<file path="src/rtl/k12a_alu_pkg.sv">
// Shared types and constants for the k12a byte-serial wide ALU sequencer.
//   alu_op_e     : operation select (ADD, SUB, ADC, SBC)
//   seq_state_e  : sequencer FSM states
//   alu_flags_t  : condition flag bundle, MSB first: zero..sle
package k12a_alu_pkg;

  localparam int unsigned ALU_BYTE_W = 8;

  typedef enum logic [1:0] {
    ALU_ADD = 2'd0,
    ALU_SUB = 2'd1,
    ALU_ADC = 2'd2,
    ALU_SBC = 2'd3
  } alu_op_e;

  typedef enum logic [1:0] {
    SEQ_IDLE = 2'd0,
    SEQ_BYTE = 2'd1,
    SEQ_DONE = 2'd2
  } seq_state_e;

  typedef struct packed {
    logic zero;
    logic negative;
    logic lsb;
    logic overflow;
    logic ult;
    logic ule;
    logic slt;
    logic sle;
  } alu_flags_t;

endpackage

</file>
<file path="src/rtl/k12a_alu_wide_seq_if.sv">
// Request/result bundle between the k12a control unit (master) and the
// wide-ALU sequencer (slave).
//   master drives : start, op, carry_in, operand_a, operand_b
//   slave drives  : busy, done, result, carry_out and the eight flags
interface k12a_alu_wide_seq_if
  import k12a_alu_pkg::*;
#(
  parameter int unsigned NBYTES = 2
) ();

  localparam int unsigned WORD_W = ALU_BYTE_W * NBYTES;

  logic              start;
  alu_op_e           op;
  logic              carry_in;
  logic [WORD_W-1:0] operand_a;
  logic [WORD_W-1:0] operand_b;
  logic              busy;
  logic              done;
  logic [WORD_W-1:0] result;
  logic              carry_out;
  logic              zero;
  logic              negative;
  logic              lsb;
  logic              overflow;
  logic              ult;
  logic              ule;
  logic              slt;
  logic              sle;

  modport master (
    output start, op, carry_in, operand_a, operand_b,
    input  busy, done, result, carry_out,
    input  zero, negative, lsb, overflow, ult, ule, slt, sle
  );

  modport slave (
    input  start, op, carry_in, operand_a, operand_b,
    output busy, done, result, carry_out,
    output zero, negative, lsb, overflow, ult, ule, slt, sle
  );

endinterface

</file>
<file path="src/rtl/k12a_alu_flag_calc.sv">
// Combinational k12a flag derivation for a completed wide add/subtract.
//   zero_acc : every result byte was zero
//   res_msb  : result sign bit
//   res_lsb  : result bit 0
//   a_msb    : top bit of the most significant adder input A byte
//   b_msb    : top bit of the most significant adder input B byte (post-invert)
//   carry    : final adder carry-out
//   flags_c  : derived flag set (parent registers it)
module k12a_alu_flag_calc
  import k12a_alu_pkg::*;
(
  input  logic       zero_acc,
  input  logic       res_msb,
  input  logic       res_lsb,
  input  logic       a_msb,
  input  logic       b_msb,
  input  logic       carry,
  output alu_flags_t flags_c
);

  always_comb begin
    flags_c          = '0;
    flags_c.zero     = zero_acc;
    flags_c.negative = res_msb;
    flags_c.lsb      = res_lsb;
    // Signed overflow: both adder inputs disagree in sign with the result.
    flags_c.overflow = (a_msb ^ res_msb) & (b_msb ^ res_msb);
    flags_c.ult      = ~carry;
    flags_c.ule      = ~carry | zero_acc;
    flags_c.slt      = res_msb ^ flags_c.overflow;
    flags_c.sle      = flags_c.slt | zero_acc;
  end

endmodule

</file>
<file path="src/rtl/k12a_alu_wide_seq.sv">
// Byte-serial wide add/subtract sequencer driving a shared 8-bit adder.
//   clock, reset            : clock and synchronous active-high reset
//   bus (slave)             : request operands/op, busy/done, result and flags
//   adder_a/adder_b/adder_cin : shared adder inputs, zero when not in BYTE
//   adder_sum/adder_cout    : shared adder combinational outputs
module k12a_alu_wide_seq
  import k12a_alu_pkg::*;
#(
  parameter int unsigned NBYTES = 2
) (
  input  logic                  clock,
  input  logic                  reset,
  k12a_alu_wide_seq_if.slave    bus,
  output logic [ALU_BYTE_W-1:0] adder_a,
  output logic [ALU_BYTE_W-1:0] adder_b,
  output logic                  adder_cin,
  input  logic [ALU_BYTE_W-1:0] adder_sum,
  input  logic                  adder_cout
);

  localparam int unsigned IDX_W = (NBYTES > 1) ? $clog2(NBYTES) : 1;
  localparam logic [IDX_W-1:0] LAST_IDX = IDX_W'(NBYTES - 1);

  typedef logic [NBYTES-1:0][ALU_BYTE_W-1:0] word_t;

  seq_state_e       state, state_next;
  word_t            a_q, b_q, result_q;
  alu_op_e          op_q;
  logic             cin_q;
  logic [IDX_W-1:0] idx;
  logic             carry_q;
  logic             zero_acc;
  logic             carry_out_q;
  logic             busy_q, done_q;
  alu_flags_t       flags_q, flags_c;
  logic             accept;
  logic             last_byte;

  assign accept    = bus.start && (state == SEQ_IDLE || state == SEQ_DONE);
  assign last_byte = (state == SEQ_BYTE) && (idx == LAST_IDX);

  // State register.
  always_ff @(posedge clock) begin
    if (reset) state <= SEQ_IDLE;
    else       state <= state_next;
  end

  // Next state and adder drive.
  always_comb begin
    state_next = state;
    adder_a    = '0;
    adder_b    = '0;
    adder_cin  = 1'b0;
    case (state)
      SEQ_IDLE: if (bus.start) state_next = SEQ_BYTE;
      SEQ_BYTE: begin
        if (idx == LAST_IDX) state_next = SEQ_DONE;
        adder_a = a_q[idx];
        adder_b = (op_q == ALU_SUB || op_q == ALU_SBC) ? ~b_q[idx] : b_q[idx];
        if (idx == '0) begin
          case (op_q)
            ALU_ADD: adder_cin = 1'b0;
            ALU_SUB: adder_cin = 1'b1;
            default: adder_cin = cin_q;
          endcase
        end else begin
          adder_cin = carry_q;
        end
      end
      SEQ_DONE: state_next = bus.start ? SEQ_BYTE : SEQ_IDLE;
      default:  state_next = SEQ_IDLE;
    endcase
  end

  // Flags are taken from the live final byte so they land together with done.
  k12a_alu_flag_calc u_flag_calc (
    .zero_acc (zero_acc & (adder_sum == '0)),
    .res_msb  (adder_sum[ALU_BYTE_W-1]),
    .res_lsb  (result_q[0][0]),
    .a_msb    (adder_a[ALU_BYTE_W-1]),
    .b_msb    (adder_b[ALU_BYTE_W-1]),
    .carry    (adder_cout),
    .flags_c  (flags_c)
  );

  // Operand latch, byte accumulation and result/flag registers.
  always_ff @(posedge clock) begin
    if (reset) begin
      a_q         <= '0;
      b_q         <= '0;
      op_q        <= ALU_ADD;
      cin_q       <= 1'b0;
      idx         <= '0;
      carry_q     <= 1'b0;
      zero_acc    <= 1'b0;
      result_q    <= '0;
      carry_out_q <= 1'b0;
      flags_q     <= '0;
      busy_q      <= 1'b0;
      done_q      <= 1'b0;
    end else begin
      busy_q <= (state_next == SEQ_BYTE);
      done_q <= (state_next == SEQ_DONE);
      if (accept) begin
        a_q      <= bus.operand_a;
        b_q      <= bus.operand_b;
        op_q     <= bus.op;
        cin_q    <= bus.carry_in;
        idx      <= '0;
        zero_acc <= 1'b1;
      end else if (state == SEQ_BYTE) begin
        result_q[idx] <= adder_sum;
        carry_q       <= adder_cout;
        zero_acc      <= zero_acc & (adder_sum == '0);
        idx           <= idx + IDX_W'(1);
        if (last_byte) begin
          carry_out_q <= adder_cout;
          flags_q     <= flags_c;
        end
      end
    end
  end

  assign bus.busy      = busy_q;
  assign bus.done      = done_q;
  assign bus.result    = result_q;
  assign bus.carry_out = carry_out_q;
  assign bus.zero      = flags_q.zero;
  assign bus.negative  = flags_q.negative;
  assign bus.lsb       = flags_q.lsb;
  assign bus.overflow  = flags_q.overflow;
  assign bus.ult       = flags_q.ult;
  assign bus.ule       = flags_q.ule;
  assign bus.slt       = flags_q.slt;
  assign bus.sle       = flags_q.sle;

endmodule

</file>
<file path="src/flat_wrapper.sv">
// flat-port wrapper written by rule: the top's interface ports become plain ports
module k12a_alu_wide_seq_flat import k12a_alu_pkg::*;
#(
  parameter int unsigned NBYTES = 2
)
  (clock, reset, adder_a, adder_b, adder_cin, adder_sum, adder_cout, bus_start, bus_op, bus_carry_in, bus_operand_a, bus_operand_b, bus_busy, bus_done, bus_result, bus_carry_out, bus_zero, bus_negative, bus_lsb, bus_overflow, bus_ult, bus_ule, bus_slt, bus_sle);
  k12a_alu_wide_seq_if #(.NBYTES(NBYTES)) bus_i ();
  input  logic clock;
  input  logic reset;
  output logic [ALU_BYTE_W-1:0] adder_a;
  output logic [ALU_BYTE_W-1:0] adder_b;
  output logic adder_cin;
  input  logic [ALU_BYTE_W-1:0] adder_sum;
  input  logic adder_cout;
  input wire logic [$bits(bus_i.start)-1:0] bus_start;
  input wire logic [$bits(bus_i.op)-1:0] bus_op;
  input wire logic [$bits(bus_i.carry_in)-1:0] bus_carry_in;
  input wire logic [$bits(bus_i.operand_a)-1:0] bus_operand_a;
  input wire logic [$bits(bus_i.operand_b)-1:0] bus_operand_b;
  output wire logic [$bits(bus_i.busy)-1:0] bus_busy;
  output wire logic [$bits(bus_i.done)-1:0] bus_done;
  output wire logic [$bits(bus_i.result)-1:0] bus_result;
  output wire logic [$bits(bus_i.carry_out)-1:0] bus_carry_out;
  output wire logic [$bits(bus_i.zero)-1:0] bus_zero;
  output wire logic [$bits(bus_i.negative)-1:0] bus_negative;
  output wire logic [$bits(bus_i.lsb)-1:0] bus_lsb;
  output wire logic [$bits(bus_i.overflow)-1:0] bus_overflow;
  output wire logic [$bits(bus_i.ult)-1:0] bus_ult;
  output wire logic [$bits(bus_i.ule)-1:0] bus_ule;
  output wire logic [$bits(bus_i.slt)-1:0] bus_slt;
  output wire logic [$bits(bus_i.sle)-1:0] bus_sle;
  assign bus_i.start = bus_start;
  assign bus_i.op = bus_op;
  assign bus_i.carry_in = bus_carry_in;
  assign bus_i.operand_a = bus_operand_a;
  assign bus_i.operand_b = bus_operand_b;
  assign bus_busy = bus_i.busy;
  assign bus_done = bus_i.done;
  assign bus_result = bus_i.result;
  assign bus_carry_out = bus_i.carry_out;
  assign bus_zero = bus_i.zero;
  assign bus_negative = bus_i.negative;
  assign bus_lsb = bus_i.lsb;
  assign bus_overflow = bus_i.overflow;
  assign bus_ult = bus_i.ult;
  assign bus_ule = bus_i.ule;
  assign bus_slt = bus_i.slt;
  assign bus_sle = bus_i.sle;
  k12a_alu_wide_seq #(.NBYTES(NBYTES)) u_core (.clock(clock), .reset(reset), .bus(bus_i), .adder_a(adder_a), .adder_b(adder_b), .adder_cin(adder_cin), .adder_sum(adder_sum), .adder_cout(adder_cout));
endmodule
</file>
<file path="config.mk">
export PLATFORM = sky130hd
export DESIGN_NAME = k12a_alu_wide_seq_flat
export DESIGN_NICKNAME = d
export VERILOG_FILES = /design/src/rtl/k12a_alu_pkg.sv /design/src/rtl/k12a_alu_wide_seq_if.sv /design/src/rtl/k12a_alu_flag_calc.sv /design/src/rtl/k12a_alu_wide_seq.sv /design/src/flat_wrapper.sv
export SDC_FILE = /design/constraint.sdc
export NUM_CORES = 1
export LEC_CHECK = 0
export ABC_AREA = 1
export CAP_MARGIN = 10
export CORE_UTILIZATION = 45
export CTS_BUF_LIST = sky130_fd_sc_hd__clkbuf_8
export DETAILED_ROUTE_END_ITERATION = 8
export HOLD_SLACK_MARGIN = 0.12
export PLACE_DENSITY = 0.81
export SLEW_MARGIN = 15
export SYNTH_ARGS = -nofsm -noshare
export SYNTH_HDL_FRONTEND = slang
export SYNTH_SLANG_ARGS = --single-unit
</file>
<file path="constraint.sdc">
create_clock -name clock -period 2.15 [get_ports clock]
set_input_delay 0.43 -clock clock [delete_from_list [all_inputs] [get_ports clock]]
set_output_delay 0.43 -clock clock [all_outputs]
set_load 0.05 [all_outputs]
</file>
### Yosys cells after proc, flatten, opt, wreduce, memory -nomap -nowiden

Cells that the tools add are included.

* multiplexer cells: 19
* bitwise gates (word level): 10
* add/sub/neg operators: 1
* magnitude comparators: 2
* reductions and logical operators: 12
* eq/ne operators: 6

Operators with widths (count)
* 8-bit two-way mux: 8
* 16-bit bitwise mux: 1
* 8-bit demux with 1-bit select: 1
* 8-bit logical NOT: 1
* 8-bit inverter: 1
* 2-bit by 1-bit equality test with 1-bit output (second input constant): 3
* 2-bit equality test (second input constant): 3
* 2-bit case mux with 3 select lines: 1
* 1-bit two-way mux: 5
* 2-bit logical NOT: 2
* 2-bit two-way mux: 2
* 1-bit logical AND: 3
* 3-bit AND reduction: 1
* 1-bit bitwise XOR: 3
* 1-bit AND: 2
* 1-bit logical OR: 2
* 1-bit by 2-bit < comparator with 1-bit output (second input constant): 1
* 1-bit inverter: 2
* 1-bit bitwise OR: 2
* 1-bit case mux with 2 select lines: 1
* 2-bit AND reduction: 1
* 2-bit nonzero test: 1
* 2-bit OR reduction: 1
* 1-bit adder (second input constant): 1
* 1-bit >= comparator (second input constant): 1

* bits in registers: 67
* logic and storage cells: 73

### Longest topological paths before layout

* word-level depth: 9
* gate-level depth with buffers: 9

### Hierarchy

Synthesis repeated with hierarchy kept, for this count alone.

* cells, all modules: 395
* area, all modules: 2830.2 um^2

By module, submodules not included
* k12a_alu_wide_seq: times used 1, cells each 376, area each 2746.4 um^2, sequential area each 1341.3 um^2
* k12a_alu_flag_calc: times used 1, cells each 19, area each 83.8 um^2, sequential area each 0.0 um^2

### Worst setup path before layout

OpenSTA, ideal clock, no wires.

* kind: reg2out
* start: register u_core.idx
* end: output port adder_b[3]
* stages on the path, launching flop included: 8
* path slack: 0.107 ns
* data arrival time: 1.613 ns
* path buffers: 2
* cells stage by stage: dfxtp_1 buf_4 inv_4 buf_4 nand2_1 nand2_1 o21ai_0 a21oi_1

* longest elaborated chain between the ends: 5

RTL lines
* from (decl): line k12a_alu_wide_seq.sv:30 `logic [IDX_W-1:0] idx;`
* from (signal assigned): line k12a_alu_wide_seq.sv:115 `idx <= idx + IDX_W'(1);`
* 8-bit two-way mux (implied by the code) * (2 in a row): line k12a_alu_wide_seq.sv:59 `adder_b = (op_q == ALU_SUB || op_q == ALU_SBC) ? ~b_q[idx] : b_q[idx];`
* 8-bit inverter: line k12a_alu_wide_seq.sv:59
* 8-bit two-way mux *: line k12a_alu_wide_seq.sv:59
* 8-bit two-way mux *: line k12a_alu_wide_seq.sv:54 `case (state)`
* to (decl): line flat_wrapper.sv:11 `output logic [ALU_BYTE_W-1:0] adder_b;`

Mark *: on every way between the ends. The rest lies on a longest branch, timed or not. The select of a mux whose other input is x is not followed.

### Final worst setup path

* start: register u_core.state[0]
* end: output port adder_b[6]

* longest elaborated chain between the ends: 2

RTL lines
* from (decl): line k12a_alu_wide_seq.sv:26 `seq_state_e state, state_next;`
* from (signal assigned): line k12a_alu_wide_seq.sv:45 `else state <= state_next;`
* 2-bit by 1-bit equality test with 1-bit output: line k12a_alu_wide_seq.sv:54
* 8-bit two-way mux: line k12a_alu_wide_seq.sv:54

Every way passes these cells.

==> metrics.csv <==
stage,metric,value,unit
power_and_ir_drop,Sw Pwr,0.000866,W
critical_path,reg2reg path depth,6,
critical_path,Worst Setup Path Type,flop to output pin,
global_routing,vias in the first global route,2446,
final_layout,share of layout cells above drive strength 1,0.124,
clocking,Worst-Skew Late Latency,0.34,ns
global_routing,global-route wire length before repair,11000,um
routing,antenna-violating nets left,0,
clocking,CTS tree,done,
critical_path,CP Launch Type,flop,
synthesis,share of the synthesized area in the top cell type,0.485,
power_and_ir_drop,Gate power share,0.192,
synthesis,post-synthesis async set-or-reset flop share,0,
clocking,Worst-path clk slew,0.07,ns
synthesis,Syn Area/Cell,7.33,sq um
final_layout,Finished Core Util,0.670,
clocking,Root Buffer,clkbuf_8,
die,Rows,28,
synthesis,Yosys warnings,0,
timing,# setup viols final,0,
critical_path,RR Startpoint,u_core.state[1]$_SDFF_PP0_,
timing,Worst Max-Slew Pin Slew,0.518,ns
routing,First DRT Iteration DRCs,147,
timing,hold slack,0.456,ns
die,die height,80.4,um
synthesis,Mapped Area,2760,sq um
timing,min cycle time layout,2.06,ns
routing,routed wire length,6820,um
power_and_ir_drop,power density over the cells,793,nW/um^2
synthesis,"count leader, synth",nand2_1,
global_routing,antenna violations before repair,0,
routing,Vias,2711,
die,Starting Density,0.467,
final_layout,Layout Cells excl Fill,541,
placement,Final GP Congestion,0.819,
final_layout,Area Growth Syn to Fin,43.6,%
critical_path,Crit Reg-Reg Endpoint,u_core.bus.result[14]$_SDFFE_PP0P_,
clocking,TritonCTS Sinks,67,
clocking,Num CTS Buffers,9,
die,core area,5920,sq um
critical_path,WP data arrival,1.63,ns
power_and_ir_drop,Lkg Pwr,1.66,nW
worst_hold_path,worst hold stages,2,
run_status,status,completed,
final_layout,Nets,508,
synthesis,Yosys reg bits,67,
timing,final worst path period share,0.958,
critical_path,R2R Setup Slk,0.75,ns
timing,final hold violation count,0,
placement,Post-DP HPWL,4890,um
power_and_ir_drop,Int Pwr,0.00228,W
clocking,H-tree depth,3,
synthesis,Gate Count Post-Synth,377,
synthesis,count of cell types in the netlist,24,
timing,Slew HR,0.654,
placement,IO Port Bufs,90,
die,Die Width,80.4,um
placement,dpl cells,525,
synthesis,post-synth top area cell,dfxtp_1,
synthesis,"EDFF count, synth",0,
job,Max Cap Viol,0,
timing,Max Slew Vio Count,0,
clocking,CTS Hold Bufs,0,
worst_hold_path,Hold Crit Endpoint,u_core.a_q[7]$_SDFFE_PP0P_,
final_layout,Fill cells,497,
critical_path,"Req. time, crit path",1.72,ns
global_routing,Total GRT Usage,0.223,
synthesis,ranking of synthesized cells by area,"dfxtp_1 (49%), nand2_1 (11%), nor2_1 (10%)",
global_routing,gr ovfl total,0,
worst_hold_path,Hold Startpoint,u_core.a_q[7]$_SDFFE_PP0P_,
timing,Setup Skew,0.00602,ns
power_and_ir_drop,switch share,0.275,
timing,RSZ-0062 raised after global routing,false,
routing,DRC errors left,0,
global_routing,largest net degree at the start of global routing,33,
die,die area,6460,sq um
synthesis,sequential area share after synthesis,0.485,
clocking,Longest Clk Path Bufs,2,
synthesis,main flop type after synthesis,dfxtp_1,
worst_hold_path,Hold/Removal Path Class,flop to flop,
routing,Detailed Routing Iterations Pass 1,4,
power_and_ir_drop,Pwr Total,0.00315,W
power_and_ir_drop,Clk pwr share,0.373,
critical_path,"Max FO, Critical Path",16,
timing,Post-Route Setup TNS,0,ns
die,Top Ports,91,
timing,f_max,0.486,GHz
final_layout,# diodes,0,
power_and_ir_drop,Max IR drop VDD,0.000414,V
routing,Via density,5.01,
power_and_ir_drop,Flop pwr share,0.435,
routing,Routed WL per cell,12.6,um
synthesis,Syn Nets,424,
synthesis,Commonest cells post-synth,"nand2_1 (78), nor2_1 (74), dfxtp_1 (67)",
critical_path,CP endpoint kind,output pin,
## what timing repair did
| item | 4_1_cts | 5_1_grt |
|---|---|---|
| setup endpoints to repair | 0 | 12 |
| gates resized for setup | 0 | 1 |
| setup buffers | 0 | 0 |
## sequential cells by signal, indices dropped and copies added, names as in the netlist, 2 cells and up
signal	flops
u_core.state	2
u_core.b_q	16
u_core.op_q	2
u_core.bus.result	16
u_core.a_q	16
## logic make-up (layout without fill, tap and decap cells)
kind of cell / after synthesis / count (layout) / share of synthesized area
AOI/OAI and AO/OA: 83 / 83 / 0.155
xor gates and xnor gates: 2 / 2 / 0.00634
buffers and inverters: 46 / 135 / 0.0833
and+or+nand+nor: 179 / 179 / 0.270
DFF: 67 / 67 / 0.485
## metal layers
metal	wire (um)	up-vias	global-route usage	part of all wire
met4	104	0	0.100	0.015
met5	0	-	0	0
met1	2990	1240	0.279	0.44
li1	-	1373	-	-
met3	361	11	0.0375	0.053
met2	3360	87	0.371	0.49
## cells in the final DEF (no fill, tap or decap), types with 9 or more instances in the layout
master	synthesis	routed
nand2_1	78	78
clkdlybuf4s50_1	0	73
inv_1	13	14
o21ai_1	14	14
dfxtp_1	67	66
buf_12	0	9
nor2_1	74	74
buf_4	10	16
a21oi_1	27	27
clkbuf_8	0	11
o21ai_0	38	38
nand3_1	17	17
## how the worst max path moves through the flow
stage	start	endpoint	slack [ns]	cells past startpoint
2_1_floorplan	u_core.idx$_SDFFE_PP0N_	adder_b[3]	0.11	7
3_3_place_gp	adder_sum[7]	u_core.bus.sle$_SDFFE_PP0P_	0.39	6
3_5_place_dp	adder_sum[7]	u_core.bus.sle$_SDFFE_PP0P_	0.36	6
4_1_cts	u_core.idx$_SDFFE_PP0N_	adder_b[6]	0.005	6
5_1_grt	u_core.state[0]$_SDFF_PP0_	adder_b[6]	0.006	5
6_report	u_core.state[0]$_SDFF_PP0_	adder_b[6]	0.09	5
## power by group through the flow
stage | clock network [W] | logic (W) | registers [W]
finish | 0.00117 | 0.000605 | 0.00137
global route | 0.00124 | 0.000659 | 0.00138
detailed placement | 0 | 0.000605 | 0.00140
global placement | 0 | 0.000594 | 0.00139
floorplan | 0 | 0.000333 | 0.00143
CTS | 0.00118 | 0.000607 | 0.00137
## stage by stage
stage | cell area, sq um | setup slack (ns)
2_1_floorplan | 2760 | 0.107
3_3_place_gp | 3740 | 0.393
3_5_place_dp | 3740 | 0.356
4_1_cts | 3970 | 0.00496
5_1_grt | 3970 | 0.00604
6_report | 3970 | 0.0904
## critical path, cell delays in order, from the launching register on
cell     delay [ns]
dfxtp_1        0.39
inv_2          0.09
nor2_8         0.22
o21ai_0        0.14
a21oi_1        0.27
buf_12         0.18
## area by class of cell
cell class | instances | area, sq um | share of cell area
clock buffer | 11 | 151 | 0.0381
clock inverter | 5 | 76.3 | 0.0192
inverter | 21 | 81.3 | 0.0205
multi-input combinational | 264 | 1190 | 0.300
sequential | 67 | 1340 | 0.338
tap | 75 | 93.8 | 0.0236
timing repair buffer | 98 | 1030 | 0.260
(Power assumes the default switching activity.)
